[src/rtl/prm_edge_query_seq.sv]
// Issues contiguous 15-bit query codes to a combinational obstacle checker, captures the
// returned edge_mask bits and streams them packed PACK bits per word.
module prm_edge_query_seq #(
  parameter int unsigned QW      = 15,
  parameter int unsigned PACK    = 32,
  parameter int unsigned CHK_LAT = 1
) (
  input  logic            clk,
  input  logic            rst,
  input  logic            start_i,
  input  logic [QW-1:0]   base_i,
  input  logic [15:0]     count_i,
  output logic            busy_o,
  output logic            done_o,
  output logic [QW-1:0]   query_o,
  output logic            query_vld_o,
  input  logic            mask_i,
  output logic [PACK-1:0] word_o,
  output logic            word_vld_o,
  input  logic            word_rdy_i,
  output logic            word_last_o,
  output logic [15:0]     blocked_cnt_o
);

  localparam int unsigned FW = $clog2(PACK + 1);
  localparam int unsigned IW = (PACK > 1) ? $clog2(PACK) : 1;

  typedef enum logic [2:0] {StIdle, StIssue, StDrain, StFlush, StDone} state_e;

  state_e              state_q, state_d;
  logic [QW-1:0]       query_q;
  logic [15:0]         count_q;
  logic [15:0]         issued_q;
  logic [15:0]         captured_q;
  logic [CHK_LAT-1:0]  pipe_q, pipe_d;
  logic [CHK_LAT:0]    pipe_ext;
  logic [FW-1:0]       fill_q, fill_cap, inflight;
  logic [PACK-1:0]     pack_q, pack_cap;
  logic [PACK-1:0]     word_q;
  logic                word_vld_q, word_last_q;
  logic [15:0]         blocked_q;
  logic                busy_q, done_q;

  logic                capture, out_free, stall, start_ok, issue;
  logic                move_full, move_flush, done_d;
  logic [15:0]         cap_total;

  always_comb begin
    inflight = '0;
    for (int i = 0; i < CHK_LAT; i++) begin
      inflight = inflight + FW'(pipe_q[i]);
    end
  end

  assign capture  = pipe_q[CHK_LAT-1];
  assign out_free = ~word_vld_q | word_rdy_i;
  // Hold off a query whose result would land past a full pack word that cannot move out.
  assign stall    = ((32'(fill_q) + 32'(inflight) + 32'd1) > PACK) && !out_free;
  assign start_ok = (state_q == StIdle) && start_i && !done_q;
  assign issue    = (state_q == StIssue) && !stall;

  assign pipe_ext = {pipe_q, issue};
  assign pipe_d   = pipe_ext[CHK_LAT-1:0];

  always_comb begin
    pack_cap = pack_q;
    if (capture) begin
      pack_cap[fill_q[IW-1:0]] = mask_i;
    end
  end

  assign fill_cap   = fill_q + FW'(capture);
  assign cap_total  = captured_q + 16'(capture);
  assign move_flush = (state_q == StFlush) && out_free;
  assign move_full  = (fill_cap == FW'(PACK)) && out_free;
  assign done_d     = (state_q == StDone) && out_free;

  always_comb begin
    state_d = state_q;
    case (state_q)
      StIdle: begin
        if (start_ok) begin
          state_d = (count_i == 16'd0) ? StDone : StIssue;
        end
      end
      StIssue: begin
        if (issue && ((issued_q + 16'd1) == count_q)) begin
          state_d = StDrain;
        end
      end
      StDrain: begin
        if (pipe_q == '0) begin
          state_d = (move_full || (fill_q == '0)) ? StDone : StFlush;
        end
      end
      StFlush: begin
        if (out_free) begin
          state_d = StDone;
        end
      end
      StDone: begin
        if (out_free) begin
          state_d = StIdle;
        end
      end
      default: state_d = StIdle;
    endcase
  end

  always_ff @(posedge clk or posedge rst) begin
    if (rst) begin
      state_q <= StIdle;
    end else begin
      state_q <= state_d;
    end
  end

  always_ff @(posedge clk or posedge rst) begin
    if (rst) begin
      query_q     <= '0;
      count_q     <= '0;
      issued_q    <= '0;
      captured_q  <= '0;
      pipe_q      <= '0;
      fill_q      <= '0;
      pack_q      <= '0;
      word_q      <= '0;
      word_vld_q  <= 1'b0;
      word_last_q <= 1'b0;
      blocked_q   <= '0;
      busy_q      <= 1'b0;
      done_q      <= 1'b0;
    end else begin
      pipe_q <= pipe_d;
      done_q <= done_d;

      if (start_ok) begin
        query_q    <= base_i;
        count_q    <= count_i;
        issued_q   <= '0;
        captured_q <= '0;
        blocked_q  <= '0;
        busy_q     <= 1'b1;
      end else begin
        if (issue) begin
          query_q  <= query_q + 1'b1;
          issued_q <= issued_q + 16'd1;
        end
        captured_q <= cap_total;
        if (capture && mask_i) begin
          blocked_q <= blocked_q + 16'd1;
        end
        if (done_d) begin
          busy_q <= 1'b0;
        end
      end

      if (move_flush) begin
        word_q      <= pack_q;
        word_vld_q  <= 1'b1;
        word_last_q <= 1'b1;
        pack_q      <= '0;
        fill_q      <= '0;
      end else if (move_full) begin
        // A full word is last only if it carries the job's final result.
        word_q      <= pack_cap;
        word_vld_q  <= 1'b1;
        word_last_q <= (cap_total == count_q);
        pack_q      <= '0;
        fill_q      <= '0;
      end else begin
        pack_q <= pack_cap;
        fill_q <= fill_cap;
        if (word_vld_q && word_rdy_i) begin
          word_vld_q  <= 1'b0;
          word_last_q <= 1'b0;
        end
      end
    end
  end

  assign busy_o        = busy_q;
  assign done_o        = done_q;
  assign query_o       = query_q;
  assign query_vld_o   = issue;
  assign word_o        = word_q;
  assign word_vld_o    = word_vld_q;
  assign word_last_o   = word_last_q;
  assign blocked_cnt_o = blocked_q;

endmodule

[config.mk]
export PLATFORM = sky130hd
export DESIGN_NAME = prm_edge_query_seq
export DESIGN_NICKNAME = d
export VERILOG_FILES = /design/src/rtl/prm_edge_query_seq.sv
export SDC_FILE = /design/constraint.sdc
export NUM_CORES = 1
export LEC_CHECK = 0
export ABC_AREA = 1
export CORE_MARGIN = 3
export CORE_UTILIZATION = 55
export DETAILED_ROUTE_END_ITERATION = 10
export HOLD_SLACK_MARGIN = 0.03
export PLACE_DENSITY_LB_ADDON = 0.2
export REMOVE_ABC_BUFFERS = 1
export SLEW_MARGIN = 15
export SYNTH_ARGS = -nofsm -noshare
export SYNTH_HDL_FRONTEND = slang
export SYNTH_SLANG_ARGS = --single-unit
[constraint.sdc]
create_clock -name clk -period 7.95 [get_ports clk]
set_input_delay 1.1925 -clock clk [delete_from_list [all_inputs] [get_ports clk]]
set_output_delay 1.1925 -clock clk [all_outputs]
set_load 0.02 [all_outputs]
==> results of run 1 <==
==> layer usage <==
layer	GRT usage [%]	routed length (µm)	up-vias	share of wire [%]
li1	-	-	4002	-
met1	35.9	9830	3795	45
met2	40.8	10100	265	47
met3	5.25	1350	39	6.2
met4	7.41	457	0	2.1
met5	0	0	-	0
==> synthesized netlist by cell type (3+ instances only) <==
master	n	area [µm²]
ha_1	9	113
inv_2	6	22.5
o311ai_0	3	26.3
nand3_1	90	450
nor2_1	112	420
o221ai_1	6	52.6
buf_1	4	15.0
buf_4	7	52.6
or2_2	6	37.5
nor4_1	33	206
a31oi_1	9	56.3
nor2_2	11	68.8
buf_2	12	60.1
nand2_1	259	972
clkbuf_1	16	60.1
o31ai_1	3	22.5
o21ai_0	42	210
nand2_2	6	37.5
o22ai_1	8	50.1
nor3_1	66	330
xor2_1	23	201
o21ai_1	23	115
a21oi_1	54	270
nand4_1	23	144
inv_1	124	465
dfrtp_1	157	3930
xnor2_1	6	52.6
==> path summary, 6_finish.rpt <==
path / start / endpoint / slack, ps / cells past startpoint
max in group asynchronous: rst / query_o[2]$_DFFE_PP0P_ / 5370 / 3
setup reg to reg: capture$_DFF_PP0_ / word_o[12]$_DFFE_PP0P_ / 4860 / 10
setup / recovery: capture$_DFF_PP0_ / query_vld_o / 3540 / 14
hold reg to reg: word_o[7]$_DFFE_PP0P_ / word_o[7]$_DFFE_PP0P_ / 480 / 2
min in group asynchronous: rst / word_o[1]$_DFFE_PP0P_ / 1270 / 2
hold / removal: word_o[7]$_DFFE_PP0P_ / word_o[7]$_DFFE_PP0P_ / 480 / 2
==> flip-flops by register name, indices dropped and copies added, names as in the netlist, 3 cells and up <==
signal         flops
captured_q        16
query_o           15
state_q            3
pack_q            32
fill_q             6
blocked_cnt_o     16
count_q           16
issued_q          16
word_o            32
==> worst max-delay path: stages (launching register included) <==
cell and delay (ps):
dfrtp_1 490, inv_1 110, ha_1 190, inv_1 140, ha_1 240, nand3_1 90
nand2_1 80, nand3_1 60, nor2_1 80, nand2_1 50, nand2_1 50, nand2_1 90
a21oi_2 120, buf_4 310, clkdlybuf4s50_1 670
==> power breakdown <==
group          internal (µW)  leakage (µW)  switching [µW]
combinational            574       0.00219             938
clock                    459      0.000270             330
sequential              1050       0.00208             233
total                   2090       0.00454            1500
==> metrics by stage <==
step | hold slack [ps] | total power (µW) | area [µm²]
6_report | 483 | 3590 | 10400
4_1_cts | 488 | 3600 | 10400
3_3_place_gp | 466 | 2750 | 9810
3_5_place_dp | 472 | 2790 | 9810
5_1_grt | 505 | 3840 | 10400
2_1_floorplan | 453 | 2230 | 8470
==> layout make-up <==
class,count,area share (%)
multi-input cells,815,39.0
clock inverters,12,1.17
clock buffers,20,4.21
inverters,132,4.83
repair buffers,108,10.3
well taps,211,2.55
flip-flops and latches,157,37.9
==> cells by family (layout without fill, tap and decap cells) <==
| kind of cell | count (synthesis) | count (layout) | share of synthesized area (%) |
|---|---|---|---|
| flip-flops | 157 | 157 | 45.3 |
| buffers and inverters | 173 | 272 | 8.13 |
| AO/OA/AOI/OAI | 163 | 163 | 10.6 |
| XOR/XNOR | 29 | 29 | 2.93 |
| AND/OR/NAND/NOR | 614 | 614 | 31.7 |
| adder cells (fa/ha/maj) | 9 | 9 | 1.30 |
==> results.rst, run 1 <==
.. list-table::
   :header-rows: 1

   * - Metric
     - Value
   * - Outcome
     - complete, no violations
   * - Overall die width
     - 132 µm
   * - Filler instances
     - 1330
   * - Number of vias per cell
     - 5.57
   * - Count of port buffers added during placement
     - 103
   * - Relative slew margins
     - 42.4%
   * - Number of synthesized register bits
     - 157
   * - VDD IR max
     - 0.215 mV
   * - Total of hold buffers inserted after clock tree synthesis
     - 0
   * - Vias in the first global route
     - 7724
   * - Power density normalized to cell area
     - 346 nW/µm²
   * - Number of top-level pins
     - 104
   * - Worst-margin pin slew
     - 858 ps
   * - Layout cell share with drive strength beyond 1
     - 5.63%
   * - Weighted congestion at the end of routability-driven global placement
     - 0.890
   * - Cell Count Post-Placement
     - 1423
   * - Flip-flop and latch area
     - 3930 µm²
   * - Clock Path Buffers
     - 2
   * - Maximum number of pins on one net before global-route repair
     - 96
   * - Synthesized area per cell
     - 7.58 µm²
   * - CTS-repair resized insts
     - 0
   * - Area of the die
     - 17300 µm²
   * - CTS H-tree lvls
     - 4
   * - Post-place setup slack
     - 3790 ps
   * - CORE AREA
     - 15300 µm²
   * - Most common cell after layout, fill and taps aside
     - nand2_1
   * - Commonest cells after routing, fill and taps aside
     - 259 x nand2_1, 157 x dfrtp_1, 123 x inv_1, 112 x nor2_1, 103 x clkdlybuf4s50_1
   * - Total Routing Usage GR
     - 25.7%
   * - Detail Route Antenna Nets
     - 0
   * - Critical path startpoint category
     - flop
   * - Post-CTS setup buffer count
     - 0
   * - Number of setup violations in the final report
     - 0
   * - Final core utilization
     - 67.7%
   * - Clock net sink count
     - 157
   * - Arrival time at the worst endpoint
     - 3210 ps
   * - Unrepaired setup endpoints after global routing
     - no
   * - Maximum achievable frequency
     - 227 MHz
   * - Antenna cell count
     - 0
   * - First-pass GRT wire length
     - 36900 µm
   * - Part of the Yosys area used for sequential elements
     - 45.3%
   * - CTS tree
     - yes
   * - Number of synthesized flops with an enable pin
     - 0
   * - Hold Fails Final Rpt
     - 0
   * - Initial standard-cell utilization of the core
     - 56.7%
   * - Clock Pin Slew Worst Setup and Hold Paths
     - 60 ps
   * - Initial DRT Pass Iterations
     - 6
   * - Final worst setup slack
     - 3540 ps
   * - Via count
     - 8101
   * - Maximum net fanout on the critical path
     - 25
   * - Time the worst path needs with I/O delays and setup
     - 4410 ps
   * - Total count of max-transition violations in the final report
     - 0
   * - Number of maximum-capacitance violations
     - 0
   * - Non-filler instance count after layout
     - 1455
   * - Source-to-sink clock delay at the later pin of the worst-skew pair
     - 430 ps
   * - Master cell of the clock root buffer
     - clkbuf_16
   * - Worst Hold Class
     - reg2reg
   * - Number of unique standard cell types used by synthesis
     - 47
   * - Number of buffers inserted during clock tree synthesis
     - 17
   * - Post-synthesis instance area
     - 8680 µm²
   * - Chip height
     - 132 µm
   * - Number of rows created at floorplan
     - 45
   * - Clock Skews
     - 9.56 ps
   * - Overflow after GRT
     - 0
   * - Post-synth top flop
     - dfrtp_1
   * - Number of DRC violations after detailed routing
     - 0
   * - Final #Nets
     - 1276
   * - Required arrival time at the worst endpoint
     - 6760 ps
   * - Routed length per placed instance
     - 15.0 µm
   * - HPWL after DPL
     - 14800 µm
   * - Area added between synthesis and finish
     - 19.4%
   * - Total negative slack for setup checks
     - 0 ps
   * - Post-detailed-routing wire length
     - 21800 µm
   * - Antenna violations before repair
     - 0
   * - DRT iter0 DRCs
     - 866
   * - Leakage power of the design
     - 0.00454 µW
   * - Post-synth ARST share
     - 100%
   * - Period utilisation layout
     - 55.4%
   * - Ys Warns
     - 0
   * - Cells after synthesis
     - 1145
   * - Crit path kind
     - reg2out
   * - CP Capture Type
     - primary output
   * - Multi-input gate area in the final layout
     - 4050 µm²
Power figures use the tool's default switching activity.
==> inputs of run 2 (changes only) <==
Clock period 7.95 ns to 4.1 ns, I/O delays scaled along.
==> run 2 against run 1 <==
Effect of this change: flip-flop and latch count unchanged; non-clock buffer count up 2; combinational power up 95%; clock skew down 1.4 ps; critical endpoint unchanged; largest cell class unchanged; largest power group unchanged.
==> results.rst, run 2 (synthesis results as in run 1) <==
.. list-table::
   :header-rows: 1

   * - Metric
     - Value
   * - P_sw
     - 2930 µW
   * - CP Capture Type
     - primary output
   * - Worst Hold Class
     - reg2reg
   * - Maximum number of pins on one net before global-route repair
     - 96
   * - CORE AREA
     - 15300 µm²
   * - Internal power component
     - 4250 µW
   * - Maximum achievable frequency
     - 285 MHz
   * - Global-route met3 utilization
     - 5.28%
   * - VDD IR max
     - 0.419 mV
   * - Layout cell share with drive strength beyond 1
     - 5.78%
   * - Max stage delay cell, worst path
     - clkdlybuf4s50_1
   * - Clock group share of total power
     - 24.1%
   * - Chip height
     - 132 µm
   * - Clock Pin Slew Worst Setup and Hold Paths
     - 70 ps
   * - Relative slew margins
     - 39.2%
   * - Via count
     - 8143
   * - Antenna violations before repair
     - 0
   * - Switching power as a share of total power
     - 40.8%
   * - Worst-margin pin slew
     - 905 ps
   * - Initial DRT Pass Iterations
     - 7
   * - Total Routing Usage GR
     - 26.3%
   * - Time the worst path needs with I/O delays and setup
     - 3510 ps
   * - Vias in the first global route
     - 7840
   * - Hold slack
     - 482 ps
   * - Met1 demand-to-capacity share in global routing
     - 36.6%
   * - Most common cell after layout, fill and taps aside
     - nand2_1
   * - Share of power burned in combinational logic
     - 41.1%
   * - Biggest cell delay along the critical path
     - 660 ps
   * - Most used routing layer in global routing
     - met2
   * - Detail Route Antenna Nets
     - 0
   * - Overall die width
     - 132 µm
   * - Number of rows created at floorplan
     - 45
   * - Source-to-sink clock delay at the later pin of the worst-skew pair
     - 430 ps
   * - Largest delay contributor family on the critical path
     - buffers and inverters
   * - Total count of max-transition violations in the final report
     - 0
   * - Filler instances
     - 1280
   * - Worst reg2reg path startpoint
     - fill_q[2]$_DFF_PP0_
   * - Post-CTS setup buffer count
     - 0
   * - Period utilisation layout
     - 85.7%
   * - Number of setup violations in the final report
     - 0
   * - GR met2 Demand/Resource
     - 41.6%
   * - Count of buffering cells on the critical path with inverters included
     - 3
   * - Clock Path Buffers
     - 2
   * - Hold Path Origin
     - word_o[26]$_DFFE_PP0P_
   * - Cell occurring most often along the worst timing path
     - nand2_1
   * - Power density normalized to cell area
     - 685 nW/µm²
   * - Number of buffers inserted during clock tree synthesis
     - 17
   * - Number of top-level pins
     - 104
   * - Maximum net fanout on the critical path
     - 8
   * - Initial standard-cell utilization of the core
     - 56.7%
   * - HPWL after DPL
     - 15300 µm
   * - Area added between synthesis and finish
     - 20.8%
   * - Final #Nets
     - 1278
   * - Crit path kind
     - reg2out
   * - Post-place setup slack
     - 1050 ps
   * - CTS-repair resized insts
     - 0
   * - Clock Skews
     - 8.16 ps
   * - Final core utilization
     - 68.5%
   * - Arrival time at the worst endpoint
     - 2900 ps
   * - Overflow after GRT
     - 0
   * - Required arrival time at the worst endpoint
     - 3480 ps
   * - Critical path startpoint category
     - flop
   * - Post-detailed-routing wire length
     - 22400 µm
   * - Area of the die
     - 17300 µm²
   * - Total of hold buffers inserted after clock tree synthesis
     - 0
   * - Hold Fails Final Rpt
     - 0
   * - CTS tree
     - yes
   * - Number of vias per cell
     - 5.59
   * - Leakage power of the design
     - 0.00459 µW
   * - Sequential cell fraction of total power
     - 34.8%
   * - Master cell of the clock root buffer
     - clkbuf_16
   * - Routed length per placed instance
     - 15.4 µm
   * - Antenna cell count
     - 0
   * - DRT iter0 DRCs
     - 668
   * - Weighted congestion at the end of routability-driven global placement
     - 0.917
   * - First-pass GRT wire length
     - 37500 µm
   * - Launching instance or port of the critical path
     - capture$_DFF_PP0_
   * - CTS H-tree lvls
     - 4
   * - Unrepaired setup endpoints after global routing
     - no
   * - Number of DRC violations after detailed routing
     - 0
   * - Count of port buffers added during placement
     - 103
   * - Commonest cells after routing, fill and taps aside
     - 259 x nand2_1, 157 x dfrtp_1, 123 x inv_1, 112 x nor2_1, 103 x clkdlybuf4s50_1
   * - Final worst setup slack
     - 585 ps
   * - Clock net sink count
     - 157
   * - Number of maximum-capacitance violations
     - 0
   * - Chain of cells forming the critical path
     - inv_1 -> ha_1 -> inv_1 -> ha_1 -> nand3_1 -> nand2_1 -> nand3_1 -> nor2_1 -> nand2_1 -> nand2_1 -> nand2_1 -> a21oi_2 -> clkdlybuf4s50_1
   * - Outcome
     - complete, no violations
-- run 2: changes by cell type in the layout (fill, tap and decap cells not counted), sizes merged --
cell,previous run,this run
buf,5,7
bufinv,2,5
clkinv,8,5
inv,131,130
-- run 2: per-layer routing --
metal / share of wire (%) / wire (µm) / vias up
met5: 0 / 0 / -
met4: 1.9 / 420 / 0
met3: 5.8 / 1300 / 37
met2: 46 / 10400 / 269
met1: 46 / 10300 / 3838
li1: - / - / 3999
-- run 2: worst paths after layout --
check,end,slack [ps],cells past startpoint
setup / recovery,query_vld_o,590,13
hold / removal,word_o[26]$_DFFE_PP0P_,480,2
setup reg to reg,word_o[9]$_DFFE_PP0P_,1190,10
hold reg to reg,word_o[26]$_DFFE_PP0P_,480,2
max in group asynchronous,issued_q[15]$_DFFE_PP0P_,2470,3
min in group asynchronous,word_o[1]$_DFFE_PP0P_,740,2
-- run 2: layout make-up --
class	count	area (µm²)	area share, %
Clock inverter	11	191	1.83
Multi-Input combinational cell	815	4050	38.6
Timing Repair Buffer	110	1110	10.6
Inverter	132	500	4.77
Clock buffer	20	447	4.26
Tap cell	211	264	2.52
Sequential cell	157	3930	37.5
-- run 2: through the flow --
| stage | total power (µW) | area, µm² | TNS, ps | cells |
|---|---|---|---|---|
| finish | 7190 | 10500 | 0 | 1456 |
| global route | 7660 | 10500 | 0 | 1456 |
| CTS | 7200 | 10500 | 0 | 1456 |
| detailed placement | 5440 | 9850 | 0 | 1425 |
| global placement | 5370 | 9850 | 0 | 1425 |
| floorplan | 4330 | 8470 | -117730 | 1104 |
-- run 2: tightest hold or removal path: cells and delay by family (launching register included) --
family | cells | cell delay [ps]
flops | 1 | 340
simple gates | 2 | 100
-- run 2: power by group through the flow --
stage          registers [µW]  logic (µW)  clock network, µW
6_report                 2500        2950               1730
5_1_grt                  2570        3280               1800
4_1_cts                  2490        2950               1750
3_5_place_dp             2510        2930                  0
3_3_place_gp             2510        2860                  0
2_1_floorplan            2660        1670                  0
